==> config.mk <==
export PLATFORM = sky130hd
export DESIGN_NAME = huffman_encoder_serial
export DESIGN_NICKNAME = d
export VERILOG_FILES = /design/src/rtl/huffman_pkg.sv /design/src/rtl/huffman_code_lut.sv /design/src/rtl/huffman_encoder_serial.sv
export SDC_FILE = /design/constraint.sdc
export NUM_CORES = 1
export LEC_CHECK = 0
export BUFFER_PORTS_ARGS = -buffer_cell sky130_fd_sc_hd__buf_2
export CAP_MARGIN = 20
export CORE_MARGIN = 5
export CORE_UTILIZATION = 50
export CTS_CLUSTER_DIAMETER = 120
export DETAILED_ROUTE_END_ITERATION = 12
export GPL_TIMING_DRIVEN = 1
export PLACE_DENSITY_LB_ADDON = 0.12
export SLEW_MARGIN = 20
export SYNTH_ARGS = -nofsm -noshare
export SYNTH_HDL_FRONTEND = slang
export SYNTH_SLANG_ARGS = --single-unit
export TNS_END_PERCENT = 50
==> constraint.sdc <==
create_clock -name clk -period 2.9 [get_ports clk]
set_input_delay 0.145 -clock clk [delete_from_list [all_inputs] [get_ports clk]]
set_output_delay 0.145 -clock clk [all_outputs]
set_load 0.01 [all_outputs]
==> src/rtl/huffman_pkg.sv <==
// Shared constants, types and codebook for the serial Huffman encoder/decoder pair.
// Codebook: 18 prefix-free codes, 2..8 bits. huff_lookup() returns
// {valid, len, code}, with the code left-aligned in MAX_LEN bits.
package huffman_pkg;

  localparam int unsigned NUM_SYM = 18;
  localparam int unsigned SYM_W   = 5;
  localparam int unsigned MAX_LEN = 8;
  localparam int unsigned LEN_W   = 4;

  typedef enum logic {IDLE, SHIFT} state_e;

  typedef struct packed {
    logic             valid;
    logic [LEN_W-1:0] len;
    logic [MAX_LEN-1:0] code;
  } lut_entry_t;

  // Right-aligned codewords, entry i holds symbol i+1
  localparam logic [MAX_LEN-1:0] CODE_TAB [NUM_SYM] = '{
    8'h00, 8'h01, 8'h02,                              // S1..S3   00 01 10
    8'h06,                                            // S4       110
    8'h38, 8'h39, 8'h3A,                              // S5..S7   111000..111010
    8'h76, 8'h77,                                     // S8, S9   1110110 1110111
    8'h78, 8'h79, 8'h7A, 8'h7B, 8'h7C, 8'h7D, 8'h7E,  // S10..S16 1111000..1111110
    8'hFE, 8'hFF                                      // S17, S18
  };

  localparam logic [LEN_W-1:0] LEN_TAB [NUM_SYM] = '{
    4'd2, 4'd2, 4'd2,
    4'd3,
    4'd6, 4'd6, 4'd6,
    4'd7, 4'd7,
    4'd7, 4'd7, 4'd7, 4'd7, 4'd7, 4'd7, 4'd7,
    4'd8, 4'd8
  };

  // Symbol index -> {valid, len, left-aligned code}; out-of-range gives all zero
  function automatic lut_entry_t huff_lookup(input logic [SYM_W-1:0] sym);
    lut_entry_t       e;
    logic [SYM_W-1:0] idx;
    e   = '0;
    idx = sym - SYM_W'(1);
    if (sym >= SYM_W'(1) && sym <= SYM_W'(NUM_SYM)) begin
      e.valid = 1'b1;
      e.len   = LEN_TAB[idx];
      e.code  = CODE_TAB[idx] << (LEN_W'(MAX_LEN) - LEN_TAB[idx]);
    end
    return e;
  endfunction

endpackage

==> src/rtl/huffman_code_lut.sv <==
// Combinational codebook lookup.
// Ports: sym (symbol index) -> entry_c {valid, len, left-aligned code}.
module huffman_code_lut
  import huffman_pkg::*;
(
  input  logic [SYM_W-1:0] sym,
  output lut_entry_t       entry_c
);

  always_comb entry_c = huff_lookup(sym);

endmodule

==> src/rtl/huffman_encoder_serial.sv <==
// Serial Huffman encoder: one symbol per valid/ready handshake, codeword
// shifted out MSB-first one bit per clock, gap-free back-to-back.
// Ports: clk, rst (sync, active-high); sym_in/sym_valid/sym_ready symbol
// input handshake; out/out_valid serial bit stream; busy while shifting;
// err one-cycle pulse when an invalid symbol is accepted and dropped.
module huffman_encoder_serial #(
  parameter int unsigned SYM_W   = huffman_pkg::SYM_W,
  parameter int unsigned MAX_LEN = huffman_pkg::MAX_LEN,
  parameter int unsigned LEN_W   = huffman_pkg::LEN_W
) (
  input  logic             clk,
  input  logic             rst,
  input  logic [SYM_W-1:0] sym_in,
  input  logic             sym_valid,
  output logic             sym_ready,
  output logic             out,
  output logic             out_valid,
  output logic             busy,
  output logic             err
);
  import huffman_pkg::*;

  state_e             state;
  logic [MAX_LEN-1:0] shreg;   // bits still to send after the one on out
  logic [LEN_W-1:0]   cnt;     // bits left including the one on out
  lut_entry_t         entry_c;
  logic [MAX_LEN-1:0] load_code_c;
  logic               take_c;
  logic               last_c;

  huffman_code_lut u_lut (
    .sym     (sym_in),
    .entry_c (entry_c)
  );

  assign load_code_c = MAX_LEN'(entry_c.code);
  assign take_c      = sym_valid & sym_ready;
  assign last_c      = (state == SHIFT) && (cnt == LEN_W'(1));

  // FSM, shift register, counter and registered outputs
  always_ff @(posedge clk) begin
    if (rst) begin
      state     <= IDLE;
      shreg     <= '0;
      cnt       <= '0;
      out       <= 1'b0;
      out_valid <= 1'b0;
      busy      <= 1'b0;
      err       <= 1'b0;
      sym_ready <= 1'b1;
    end else begin
      err <= 1'b0;
      if (state == SHIFT && !last_c) begin
        // Mid-codeword: present next bit; open the input slot for the last bit
        out       <= shreg[MAX_LEN-1];
        shreg     <= {shreg[MAX_LEN-2:0], 1'b0};
        cnt       <= cnt - LEN_W'(1);
        out_valid <= 1'b1;
        busy      <= 1'b1;
        sym_ready <= (cnt == LEN_W'(2));
      end else if (take_c && entry_c.valid) begin
        // Idle or last bit: load a new codeword, first bit goes out next cycle
        state     <= SHIFT;
        out       <= load_code_c[MAX_LEN-1];
        shreg     <= {load_code_c[MAX_LEN-2:0], 1'b0};
        cnt       <= LEN_W'(entry_c.len);
        out_valid <= 1'b1;
        busy      <= 1'b1;
        sym_ready <= (LEN_W'(entry_c.len) == LEN_W'(1));
      end else begin
        // Nothing (or an invalid symbol) to load: drop to idle
        err       <= take_c;
        state     <= IDLE;
        out       <= 1'b0;
        shreg     <= '0;
        cnt       <= '0;
        out_valid <= 1'b0;
        busy      <= 1'b0;
        sym_ready <= 1'b1;
      end
    end
  end

endmodule

-- Word level (Yosys, flattened, before mapping)
Memory sizes are Yosys's and may differ from the RTL's.
Index checks and enable logic that the tools add are counted.
- add/subtract/negate cells: 3
- $lt $le $gt $ge: 3
- equal/unequal tests: 3
- shift operators: 1
- muxes and demuxes: 15
- bitwise gates (word level): 2
- reduce and logical (&&, ||, !) cells: 7
- operators with widths (cell ; number):
    2-to-1 mux 8 bit ; 4
    2-to-1 mux 4 bit ; 4
    2-to-1 mux 13 bit ; 1
    == test 4 x 1 -> 1 bit, second input constant ; 2
    left shift 8 x 4 -> 8 bit ; 1
    >= comparator 6 bit, second input constant ; 1
    2-to-1 mux 1 bit ; 6
    inverter 5 -> 6 bit ; 1
    >= comparator 5 x 1 -> 1 bit, second input constant ; 1
    <= comparator 5 bit, second input constant ; 1
    subtractor 5 x 1 -> 5 bit, second input constant ; 1
    == test 4 x 2 -> 1 bit, second input constant ; 1
    logical AND 1 bit ; 4
    subtractor 4 x 1 -> 4 bit, second input constant ; 1
    subtractor 4 bit, first input constant ; 1
    OR reduction 3 bit ; 1
    OR reduction 2 bit ; 1
    bitwise AND 1 bit ; 1
    logical NOT 1 bit ; 1
- flip-flop bits (word level): 17
- memory bits (read-only): 384
- input port bits: 8
- output and inout port bits: 5
- word-level logic and storage cells: 44
- memories: 2
- memories (memory ; depth ; bits a word ; rd ports ; clocked after Yosys merged registers in ; write ports ; line ; text):
    (name not given) ; 32 ; 8 ; 1 ; 0 ; 0 ; huffman_pkg.sv:47 ; e.code = CODE_TAB[idx] << (LEN_W'(MAX_LEN) - LEN_TAB[idx]);
    (name not given) ; 32 ; 4 ; 1 ; 0 ; 0 ; huffman_pkg.sv:46 ; e.len = LEN_TAB[idx];

-- Depth between registers and ports, before layout
Gate-level depths: netlist of the first run.
- depth in word-level cells: 11
- mapped depth: 9
- gate-level depth less buffers: 8

-- Hierarchy
A second synthesis of the first run with hierarchy kept.
- cells, all modules: 136
- area total of the unflattened synthesis: 1207.4 um^2
- modules (own cells, without submodules) (module ; instances ; cells each ; area each (um^2) ; seq. area each (um^2)):
    huffman_encoder_serial ; 1 ; 60 ; 659.4 ; 320.3
    huffman_code_lut ; 1 ; 76 ; 548.0 ; 0.0

-- Worst setup path before layout of the first run
Ideal clock, no wire load.
- path kind: input port to flip-flop
- start point: input sym_in[0]
- end point: register shreg[2]
- setup time: 0.129 ns
- arrival: 1.784 ns
- required time: 2.771 ns
- path slack: 0.987 ns
- stages: 9
- buffers on the path: 2
- path through: buf_2 > inv_1 > ha_1 > buf_2 > nor3b_2 > or3b_2 > a32o_1 > a32oi_1 > nor2_1
- cells in the longest elaborated chain, start to end: 10
- elaborated cells between the ends (all ways): 17
- classes of those cells: 2 x add/sub; 2 x order compare; 1 x shift; 7 x mux; 1 x bitwise; 2 x reduce/logical; 2 x memory
- ends and longest elaborated chain (element ; line ; text):
    start: declaration ; huffman_encoder_serial.sv:13 ; input logic [SYM_W-1:0] sym_in,
    subtractor 5 x 1 -> 5 bit ; huffman_pkg.sv:43 ; idx = sym - SYM_W'(1);
    inverter 5 -> 6 bit (not written as such) ; huffman_pkg.sv:47 ;
    memory read (32 x 4 bit) ; -- ;
    2-to-1 mux 4 bit (2 in series) ; -- ;
    subtractor 4 bit ; huffman_pkg.sv:47 ;
    left shift 8 x 4 -> 8 bit ; huffman_pkg.sv:47 ;
    2-to-1 mux 13 bit * ; huffman_pkg.sv:44 ; if (sym >= SYM_W'(1) && sym <= SYM_W'(NUM_SYM)) begin
    2-to-1 mux 8 bit * ; huffman_encoder_serial.sv:61 ; end else if (take_c && entry_c.valid) begin
    2-to-1 mux 8 bit * ; huffman_encoder_serial.sv:53 ; if (state == SHIFT && !last_c) begin
    end signal: assignment ; huffman_encoder_serial.sv:56 ; shreg <= {shreg[MAX_LEN-2:0], 1'b0};
    end signal: assignment ; huffman_encoder_serial.sv:65 ; shreg <= {load_code_c[MAX_LEN-2:0], 1'b0};
    end: declaration ; huffman_encoder_serial.sv:24 ; logic [MAX_LEN-1:0] shreg;
Every way passes the cells marked *; elsewhere a longest branch is shown, timed or not. The select of a mux whose other input is x is not followed.
A chain may end at the register's enable or synchronous reset.

-- Worst setup path after layout of the first run
- start point: input sym_in[0]
- end point: register shreg[5]
The elaborated chain is that of the path after synthesis.

==> key figures, run 1 <==
Clocking
  • Post_cts resized: 0
  • H-tree depth: 1
  • Post-CTS setup buffers: 0
  • CTS Hold Bufs: 0
  • CTS tree: yes
  • Clk pin slew, worst setup/hold paths: 0.08 ns
  • Clk sinks: 16
  • Number of buffers created by CTS: 3
  • Worst skew pair latency: 0.28 ns
  • Clk root buf: clkbuf_4
  • Maximum clock path buffer count: 2

Floorplan
  • Core Region: 2190 µm²
  • Cell Rows: 17
  • Die Wd: 57.8 µm
  • Die height: 57.8 µm
  • I/O pin total: 13
  • Die Area: 3340 µm²
  • Initial cell density of the core: 52.1%

Global route
  • Pin count of the biggest net entering global routing: 20
  • Vias in the first global route: 878
  • First-pass GRT wire length: 3.97 mm
  • Initial antenna violation count: 0
  • Gr usage total: 15.3%
  • Congestion Overflow GR: 0

Critical path
  • CP startpoint kind: input pin
  • Cell Chain, Critical Path: buf_2, inv_1, ha_1, or2_2, a211oi_1, o31ai_2, o311ai_1, a221oi_2
  • Worst endpoint data arrival time: 2.10 ns
  • CP Max Fanout: 11
  • Worst Reg2Reg Path Length in Cells: 7
  • Req. time, crit path: 3.10 ns
  • CP endpoint kind: flip-flop
  • Crit. path cell count: 8
  • Slowest CP cell: o31ai_2
  • Largest delay contributor family on the critical path: compound AO/OA/AOI/OAI gates
  • WS Path Type: in -> reg
  • CP bufs+invs: 2
  • Max incr delay on CP: 0.51 ns

Placed design
  • Port bufs: 12
  • Placed Cells: 165
  • RD Place Congestion: 0.860
  • Post-DP HPWL: 1.81 mm

STA
  • Crit share post-route: 65.4%
  • Final Critical Period: 1.90 ns
  • Slew HR: 58.2%
  • Fmax achieved: 0.527 GHz
  • Max-slew violations: 0
  • Unrepaired setup endpoints after global routing: false
  • Hold Vio Cnt, Final: 0
  • Setup TNS: 0 ns
  • Clk_skew: 0.000729 ns
  • Setup violations, final: 0
  • Slew @ Worst Pin: 0.623 ns

Detailed routing
  • Vias per inst: 5.95
  • # DRC: 0
  • DRT iter0 DRCs: 26
  • Pre-antenna DRT Iters: 4
  • WL per Instance: 14.5 µm
  • Final wirelength: 2.44 mm
  • Final ANT Viol Nets: 0
  • Via Count: 999

Yosys
  • Predominant post-synthesis flop cell: dfxtp_1
  • Gate Count Post-Synth: 134
  • Post-synth EDFFs: 0
  • Netlist cell types: 45
  • Synth Warn #: 0
  • Register area share after synthesis: 28.0%
  • Mapped Nets: 151
  • Syn_area_per_cell: 8.52 µm²
  • Fraction of registers with async set/reset: 0%
  • Synth Register Bits: 16
  • Netlist Area Pre-Place: 1140 µm²

Final layout
  • ANT cells: 0
  • Layout Utilization: 55.3%
  • P&R area growth vs syn: 6.13%
  • Layout cells sized above 1: 18.6%
  • NumNets Final: 159
  • Layout fillers: 205
  • Finished Layout Cells: 168

Outcome
  • Status: finished clean

Pwr
  • Pleak: 0.472 nW
  • Cell Pwr Density: 416 nW/µm²
  • Final Power: 0.000504 W
  • Peak VDD IR: 0.000227 V

Run
  • Max Cap Viol: 0

Worst hold path
  • Hold depth: 2
  • Hold Crit Class: in -> reg
[state kept, by name (all words and copies together) (netlist names)]
name,count
busy,1
shreg,7
sym_ready,1
state,1
cnt,4
err,1
out,1
[final cells by class]
| type | count | area [µm²] | area share [%] |
|---|---|---|---|
| Timing Repair Buffer | 13 | 67.6 | 5.57 |
| Tap cell | 28 | 35.0 | 2.89 |
| Multi-Input combinational cell | 103 | 748 | 61.7 |
| Sequential cell | 16 | 320 | 26.4 |
| Clock buffer | 3 | 22.5 | 1.86 |
| Inverter | 5 | 18.8 | 1.55 |
[cell usage after synthesis (all sizes together) (3+ instances only)]
cell / number / area [µm²]
o21ai: 6 / 30.0
a21oi: 7 / 35.0
a32oi: 3 / 26.3
nor2: 14 / 52.6
nor2b: 5 / 31.3
xor2: 5 / 43.8
ha: 9 / 113
dfxtp: 16 / 320
nand2: 8 / 30.0
buf: 8 / 47.5
nor3: 6 / 35.0
nand3b: 4 / 30.0
inv: 5 / 18.8
a211oi: 3 / 22.5
[through the flow]
step	hold WS (ns)	area (µm²)	setup WS (ns)
after floorplan	0.246	1140	0.987
after CTS	0.158	1210	1.05
after global placement	0.438	1190	0.789
after detailed placement	0.433	1190	0.757
after global routing	0.184	1210	0.838
final	0.173	1210	1.00
[worst register-to-register path, cell delays in order, from the launching register on]
cell and delay [ns]:
dfxtp_1 0.33, inv_1 0.08, ha_1 0.14, a21boi_1 0.05, buf_4 0.19, nor4_4 0.44
o311ai_1 0.21, a221oi_2 0.29
[kinds of logic (layout without fill, tap and decap cells)]
group,Yosys count,after routing,share of synthesized area [%]
AO/OA/AOI/OAI,36,36,23.2
adder cells (fa/ha/maj),9,9,9.86
buffers and inverters,15,21,6.46
flip-flops,16,16,28.0
XOR/XNOR,7,7,5.37
AND/OR/NAND/NOR,49,49,25.1
multiplexers,2,2,1.97
[routing by layer]
metal  GRT usage (%)  part of all wire (%)
met4            9.27                   3.2
met3            1.78                   3.9
met5               0                     0
met1            19.0                    46
met2            25.0                    47
[path summary, 6_finish.rpt]
kind	start	end	slack, ns
hold reg to reg	shreg[3]$_SDFF_PP0_	shreg[4]$_SDFF_PP0_	0.44
hold / removal	sym_in[0]	shreg[1]$_SDFF_PP0_	0.17
setup reg to reg	cnt[1]$_SDFF_PP0_	shreg[5]$_SDFF_PP0_	1.09
setup / recovery	sym_in[0]	shreg[5]$_SDFF_PP0_	1.00
[power by group]
| part | total, W | internal (W) | leakage, nW | switching, W |
|---|---|---|---|---|
| clock network | 0.000113 | 0.0000483 | 0.0138 | 0.0000644 |
| registers | 0.000242 | 0.000235 | 0.131 | 0.00000744 |
| logic | 0.000149 | 0.0000592 | 0.327 | 0.0000900 |
| total | 0.000504 | 0.000342 | 0.472 | 0.000162 |
[placed cells by master (no fill, tap or decap), drive strengths merged, types with 3 or more instances in the layout]
| cell type | instances |
|---|---|
| nor2 | 14 |
| ha | 9 |
| a32oi | 3 |
| nand3b | 4 |
| buf | 13 |
| a21oi | 7 |
| clkbuf | 3 |
| a211oi | 3 |
| nor2b | 5 |
| nor3 | 6 |
| inv | 5 |
| o21ai | 6 |
| nand2 | 8 |
| dfxtp | 16 |
| xor2 | 5 |
No activity file was read; power rests on OpenSTA's default activity.
==> run 2, diff against run 1 <==
- clock period: 2.9 -> 1.7 ns (I/O delays scaled with it)
==> run 2 against run 1 <==
Against the previous run: non-clock buffer count grew 17; worst hold slack lost 0.052 ns; largest cell class unchanged; design area grew 13%; worst setup slack lost 0.87 ns; wire length grew 4.5%; core utilization grew 7.0 points; clock skew grew 0.0019 ns; power grew 92%; largest power group unchanged; register-to-register slack lost 0.96 ns.
==> key figures, run 2 (synthesis results as in run 1) <==
Final layout
  • Biggest register: shreg
  • Area taken by flip-flops and latches: 320 µm² (unchanged)
  • NumNets Final: 176 (+11%)
  • Commonest non-fill, non-tap cell in the layout: buf_4
  • P&R area growth vs syn: 19.6%
  • Multi-input logic area: 761 µm² (+1.7%)
  • Max reg flops: 7 (unchanged)
  • Commonest cells after routing, fill and taps aside: 18 x buf_4, 16 x dfxtp_1, 14 x nor2_1, 12 x buf_2
  • Layout Utilization: 62.4% (+7.0 points)
  • Finished Layout Cells: 186 (+11%)
  • Layout cells sized above 1: 29.7% (+11 points)
  • ANT cells: 0 (unchanged)
  • Largest registers: shreg x7, cnt x4
  • Layout fillers: 194 (-5.4%)

Critical path
  • Req. time, crit path: 1.88 ns (-1.22 ns)
  • CP endpoint kind: flip-flop
  • CP Max Fanout: 6 (-5)
  • WS Path Type: reg -> reg
  • CP startpoint kind: flip-flop
  • Worst endpoint data arrival time: 1.75 ns (-0.35 ns)

Detailed routing
  • DRT iter0 DRCs: 41 (+58%)
  • Pre-antenna DRT Iters: 4 (unchanged)
  • Vias per inst: 5.61 (-5.7%)
  • WL per Instance: 13.7 µm (-5.6%)
  • Final ANT Viol Nets: 0 (unchanged)
  • Via Count: 1043 (+4.4%)
  • Final wirelength: 2.55 mm (+4.5%)
  • # DRC: 0 (unchanged)

Pwr
  • Clk pwr share: 26.3% (+3.9 points)
  • Internal Power: 0.000665 W (+94%)
  • Pleak: 0.564 nW (+20%)
  • Part of the power in registers: 42.6% (-5.5 points)
  • Peak VDD IR: 0.000668 V (+190%)
  • Gate power share: 31.0% (+1.4 points)
  • Cell Pwr Density: 707 nW/µm² (+70%)
  • Sw Share: 31.2% (-0.96 points)
  • Net Sw Power: 0.000301 W (+86%)

Clocking
  • Worst skew pair latency: 0.29 ns (about the same)
  • Clk sinks: 16 (unchanged)
  • CTS tree: yes
  • Clk root buf: clkbuf_4
  • Clk pin slew, worst setup/hold paths: 0.10 ns (+0.02 ns)
  • Maximum clock path buffer count: 2 (unchanged)
  • H-tree depth: 1 (unchanged)
  • Number of buffers created by CTS: 3 (unchanged)

Global route
  • Pin count of the biggest net entering global routing: 17 (-15%)
  • Vias in the first global route: 976 (+11%)
  • Gr usage total: 16.2% (+0.99 points)
  • Initial antenna violation count: 0 (unchanged)
  • First-pass GRT wire length: 4.32 mm (+8.9%)
  • Congestion Overflow GR: 0 (unchanged)

Placed design
  • RD Place Congestion: 0.849 (-1.3%)
  • Post-DP HPWL: 1.99 mm (+10%)
  • Port bufs: 12 (unchanged)
  • Placed Cells: 182 (+10%)

STA
  • Crit share post-route: 92.4%
  • Max-slew violations: 0 (unchanged)
  • Setup violations, final: 0 (unchanged)
  • Clk_skew: 0.00266 ns (+0.00193 ns)
  • Slew HR: 72.1% (+14 points)
  • Final Critical Period: 1.57 ns
  • Fmax achieved: 0.637 GHz
  • Hold Vio Cnt, Final: 0 (unchanged)
  • Unrepaired setup endpoints after global routing: false
  • Setup TNS: 0 ns (unchanged)
  • Slew @ Worst Pin: 0.415 ns (-0.207 ns)

Floorplan
  • Cell Rows: 17 (unchanged)
  • Die Area: 3340 µm² (unchanged)
  • Core Region: 2190 µm² (unchanged)
  • Initial cell density of the core: 52.1% (unchanged)
  • Die height: 57.8 µm (unchanged)
  • Die Wd: 57.8 µm (unchanged)
  • I/O pin total: 13 (unchanged)

Run
  • Max Cap Viol: 0 (unchanged)

Outcome
  • Status: finished clean

Worst hold path
  • Hold Crit Class: in -> reg
## run 2: cell types whose count changed in the layout (fill, tap and decap cells not counted), sizes merged
cell and delta:
clkbuf +1, buf +17
## run 2: layout make-up
type                    count  area share, %
well taps                  28           2.56
repair buffers             30           14.3
inverters                   5           1.37
clock buffers               4           2.66
multi-input cells         103           55.7
flip-flops and latches     16           23.4
## run 2: path summary, 6_finish.rpt
check | from | slack, ns | endpoint | depth (start not counted)
hold reg to reg | shreg[3]$_SDFF_PP0_ | 0.46 | shreg[4]$_SDFF_PP0_ | 2
setup reg to reg | cnt[1]$_SDFF_PP0_ | 0.13 | sym_ready$_SDFF_PP1_ | 6
setup / recovery | cnt[1]$_SDFF_PP0_ | 0.13 | sym_ready$_SDFF_PP1_ | 6
hold / removal | sym_valid | 0.12 | busy$_SDFF_PP0_ | 3
## run 2: what timing repair did
| item | 4_1_cts | 5_1_grt |
|---|---|---|
| endpoints found under the setup margin | 0 | 6 |
| hold buffers | 0 | 0 |
| setup buffers | 0 | 0 |
| gates resized for setup | 0 | 1 |
## run 2: metrics by stage
stage               hold slack, ns  setup slack [ns]  power (W)  area (µm²)
floorplan                    0.186           0.00148   0.000624        1160
global placement             0.400           0.00167   0.000711        1330
detailed placement           0.409            0.0132   0.000715        1330
CTS                          0.107           0.00743   0.000964        1360
global route                 0.118            0.0605    0.00103        1370
finish                       0.121             0.129   0.000966        1370
## run 2: per-layer routing
layer	vias up	routed length, µm	global-route usage, %	share of wire (%)
li1	532	-	-	-
met1	484	1200	21.8	47
met2	25	1210	26.3	48
met3	2	131	4.90	5.1
met4	0	7	1.99	0.27
met5	-	0	0	0
## run 2: power groups by stage
stage               combinational (W)  sequential, W  clock, W
global placement             0.000291       0.000420         0
global route                 0.000331       0.000415  0.000280
floorplan                    0.000201       0.000423         0
detailed placement           0.000294       0.000421         0
CTS                          0.000296       0.000412  0.000256
finish                       0.000300       0.000412  0.000255
## run 2: critical path, cell delays in order, from the launching register on
cell	delay, ns
dfxtp_1	0.34
inv_1	0.06
ha_1	0.19
a21boi_2	0.26
buf_4	0.20
a31oi_1	0.07
a311o_1	0.34
==> run 3, diff against run 2 <==
- CELL_PAD_IN_SITES_DETAIL_PLACEMENT: unset -> 0
- CELL_PAD_IN_SITES_GLOBAL_PLACEMENT: unset -> 1
- CORE_UTILIZATION: 50 -> 39
==> run 3 against run 2 <==
Against the previous run: clock power is essentially flat; final cell count grew 3.2%; clock skew shrank 0.0017 ns; largest cell class unchanged; non-clock buffer count grew 3; highest routed layer unchanged; fmax grew 0.48%; worst setup slack gained 0.0075 ns; power grew 0.92%; critical path type unchanged; via count grew 0.48%; critical endpoint unchanged.
==> key figures, run 3 (synthesis results as in run 1) <==
Placed design
  • Placed Cells: 188 (+3.3%)
  • Post-DP HPWL: 2.08 mm (+4.4%)
  • Area post-placement: 1350 µm² (+2.0%)
  • Port bufs: 12 (unchanged)
  • Placement Setup Slack: -0.0458 ns (-0.0590 ns)
  • RD Place Congestion: 0.869 (+2.3%)

Critical path
  • CP endpoint kind: flip-flop
  • Largest delay contributor family on the critical path: compound AO/OA/AOI/OAI gates
  • CP bufs+invs: 2 (unchanged)
  • Worst Reg2Reg Path Length in Cells: 6 (unchanged)
  • Max incr delay on CP: 0.37 ns (+0.03 ns)
  • Slowest CP cell: dfxtp_1
  • Crit. path cell count: 6 (unchanged)
  • CP Max Fanout: 12 (+6)
  • Worst endpoint data arrival time: 1.75 ns (about the same)
  • CP startpoint kind: flip-flop
  • WS Path Type: reg -> reg
  • Cell Chain, Critical Path: inv_1, ha_1, a21boi_2, buf_6, a31oi_1, a311o_1
  • Req. time, crit path: 1.88 ns (about the same)

STA
  • Unrepaired setup endpoints after global routing: false
  • Fmax achieved: 0.640 GHz (+0.48%)
  • Crit share post-route: 91.9% (-0.44 points)
  • Slew @ Worst Pin: 0.424 ns (+0.00821 ns)
  • Slew HR: 71.6% (-0.54 points)
  • Post-route setup slack: 0.137 ns (+0.00749 ns)
  • Setup violations, final: 0 (unchanged)
  • Final Critical Period: 1.56 ns (-0.00749 ns)
  • Clk_skew: 0.000962 ns (-0.00170 ns)
  • Max-slew violations: 0 (unchanged)
  • Hold Vio Cnt, Final: 0 (unchanged)

Clocking
  • Clk pin slew, worst setup/hold paths: 0.09 ns (about the same)
  • Post-CTS setup buffers: 0 (unchanged)
  • Maximum clock path buffer count: 2 (unchanged)
  • Clk root buf: clkbuf_4
  • Clk sinks: 16 (unchanged)
  • CTS tree: yes
  • Worst skew pair latency: 0.29 ns (about the same)
  • Number of buffers created by CTS: 3 (unchanged)
  • H-tree depth: 1 (unchanged)

Detailed routing
  • Pre-antenna DRT Iters: 4 (unchanged)
  • Final wirelength: 2.71 mm (+6.2%)
  • DRT iter0 DRCs: 21 (-49%)
  • Vias per inst: 5.46 (-2.7%)
  • Final ANT Viol Nets: 0 (unchanged)
  • Via Count: 1048 (+0.48%)
  • Highest metal used: met4
  • WL per Instance: 14.1 µm (+2.8%)
  • # DRC: 0 (unchanged)
  • Met2 routed WL: 1.20 mm (-0.99%)
  • WL met3: 82 µm (-37%)
  • Met1 wire length: 1.36 mm (+14%)

Final layout
  • Finished Layout Cells: 192 (+3.2%)
  • Commonest non-fill, non-tap cell in the layout: buf_4
  • Largest registers: shreg x7, cnt x4
  • Layout Utilization: 50.4% (-12 points)
  • Max reg flops: 7 (unchanged)
  • Layout cells sized above 1: 31.7% (+1.9 points)
  • P&R area growth vs syn: 22.7%
  • Finished Cell Area: 1400 µm² (+2.6%)
  • Commonest cells after routing, fill and taps aside: 20 x buf_4, 16 x dfxtp_1, 14 x nor2_1, 12 x buf_2
  • ANT cells: 0 (unchanged)
  • Layout fillers: 274 (+41%)
  • NumNets Final: 179 (+1.7%)
  • Biggest register: shreg

Global route
  • Vias in the first global route: 969 (-0.72%)
  • First-pass GRT wire length: 4.52 mm (+4.6%)
  • Congestion Overflow GR: 0 (unchanged)
  • Initial antenna violation count: 0 (unchanged)
  • Gr usage total: 13.6% (-2.6 points)
  • Pin count of the biggest net entering global routing: 17 (unchanged)

Pwr
  • Final Power: 0.000975 W (+0.92%)
  • Peak VDD IR: 0.000613 V (-8.3%)
  • Cell Pwr Density: 696 nW/µm² (-1.6%)
  • Pleak: 0.581 nW (+2.9%)

Floorplan
  • Cell Rows: 19 (+2)
  • Core Region: 2780 µm² (+27%)
  • Die Wd: 64.1 µm (+11%)
  • Die height: 64.1 µm (+11%)
  • Die Area: 4110 µm² (+23%)
  • Initial cell density of the core: 41.1% (-11 points)
  • I/O pin total: 13 (unchanged)

Run
  • Max Cap Viol: 0 (unchanged)

Worst hold path
  • Hold Crit Class: in -> reg
  • Hold depth: 3 (unchanged)

Outcome
  • Status: finished clean
-- run 3: cell count changes in the layout (fill, tap and decap cells not counted) --
cell and delta:
buf_4 +2, nor3_1 -1, nor3_2 +1, buf_6 +1
-- run 3: what timing repair did --
action	in CTS	in global routing
endpoints found under the setup margin	0	5
hold buffers	0	0
resized for setup	0	3
-- run 3: path summary, 6_finish.rpt --
kind,slack [ns],startpoint,to
min reg2reg,0.45,shreg[3]$_SDFF_PP0_,shreg[4]$_SDFF_PP0_
max,0.14,cnt[1]$_SDFF_PP0_,sym_ready$_SDFF_PP1_
min,0.11,sym_valid,state$_SDFFE_PP0N_
max reg2reg,0.14,cnt[1]$_SDFF_PP0_,sym_ready$_SDFF_PP1_
-- run 3: cell type report --
| class | count | area (µm²) | share of cell area (%) |
|---|---|---|---|
| repair buffers | 33 | 221 | 15.8 |
| flip-flops and latches | 16 | 320 | 22.9 |
| inverters | 5 | 18.8 | 1.34 |
| multi-input cells | 103 | 766 | 54.6 |
| well taps | 31 | 38.8 | 2.77 |
| clock buffers | 4 | 36.3 | 2.59 |
-- run 3: power breakdown --
part	switching, W	total, W	internal [W]
registers	0.0000134	0.000414	0.000401
logic	0.000167	0.000310	0.000142
clock network	0.000121	0.000252	0.000131
-- run 3: routing by layer --
metal	track usage (%)	vias up
li1	-	540
met1	18.8	491
met2	20.7	11
met3	4.20	6
met4	3.05	0
met5	0	-
-- run 3: stage by stage --
step	setup TNS [ns]	hold WS, ns
after floorplan	0	0.186
after global routing	0	0.117
after CTS	0	0.0965
after global placement	0	0.405
final	0	0.111
after detailed placement	-0.0516	0.420
-- run 3: tightest hold or removal path: cells and delay by family --
family,cells,cell delay (ns)
AO/OA/AOI/OAI,1,0.12
AND/OR/NAND/NOR,1,0.08
buffers and inverters,1,0.09
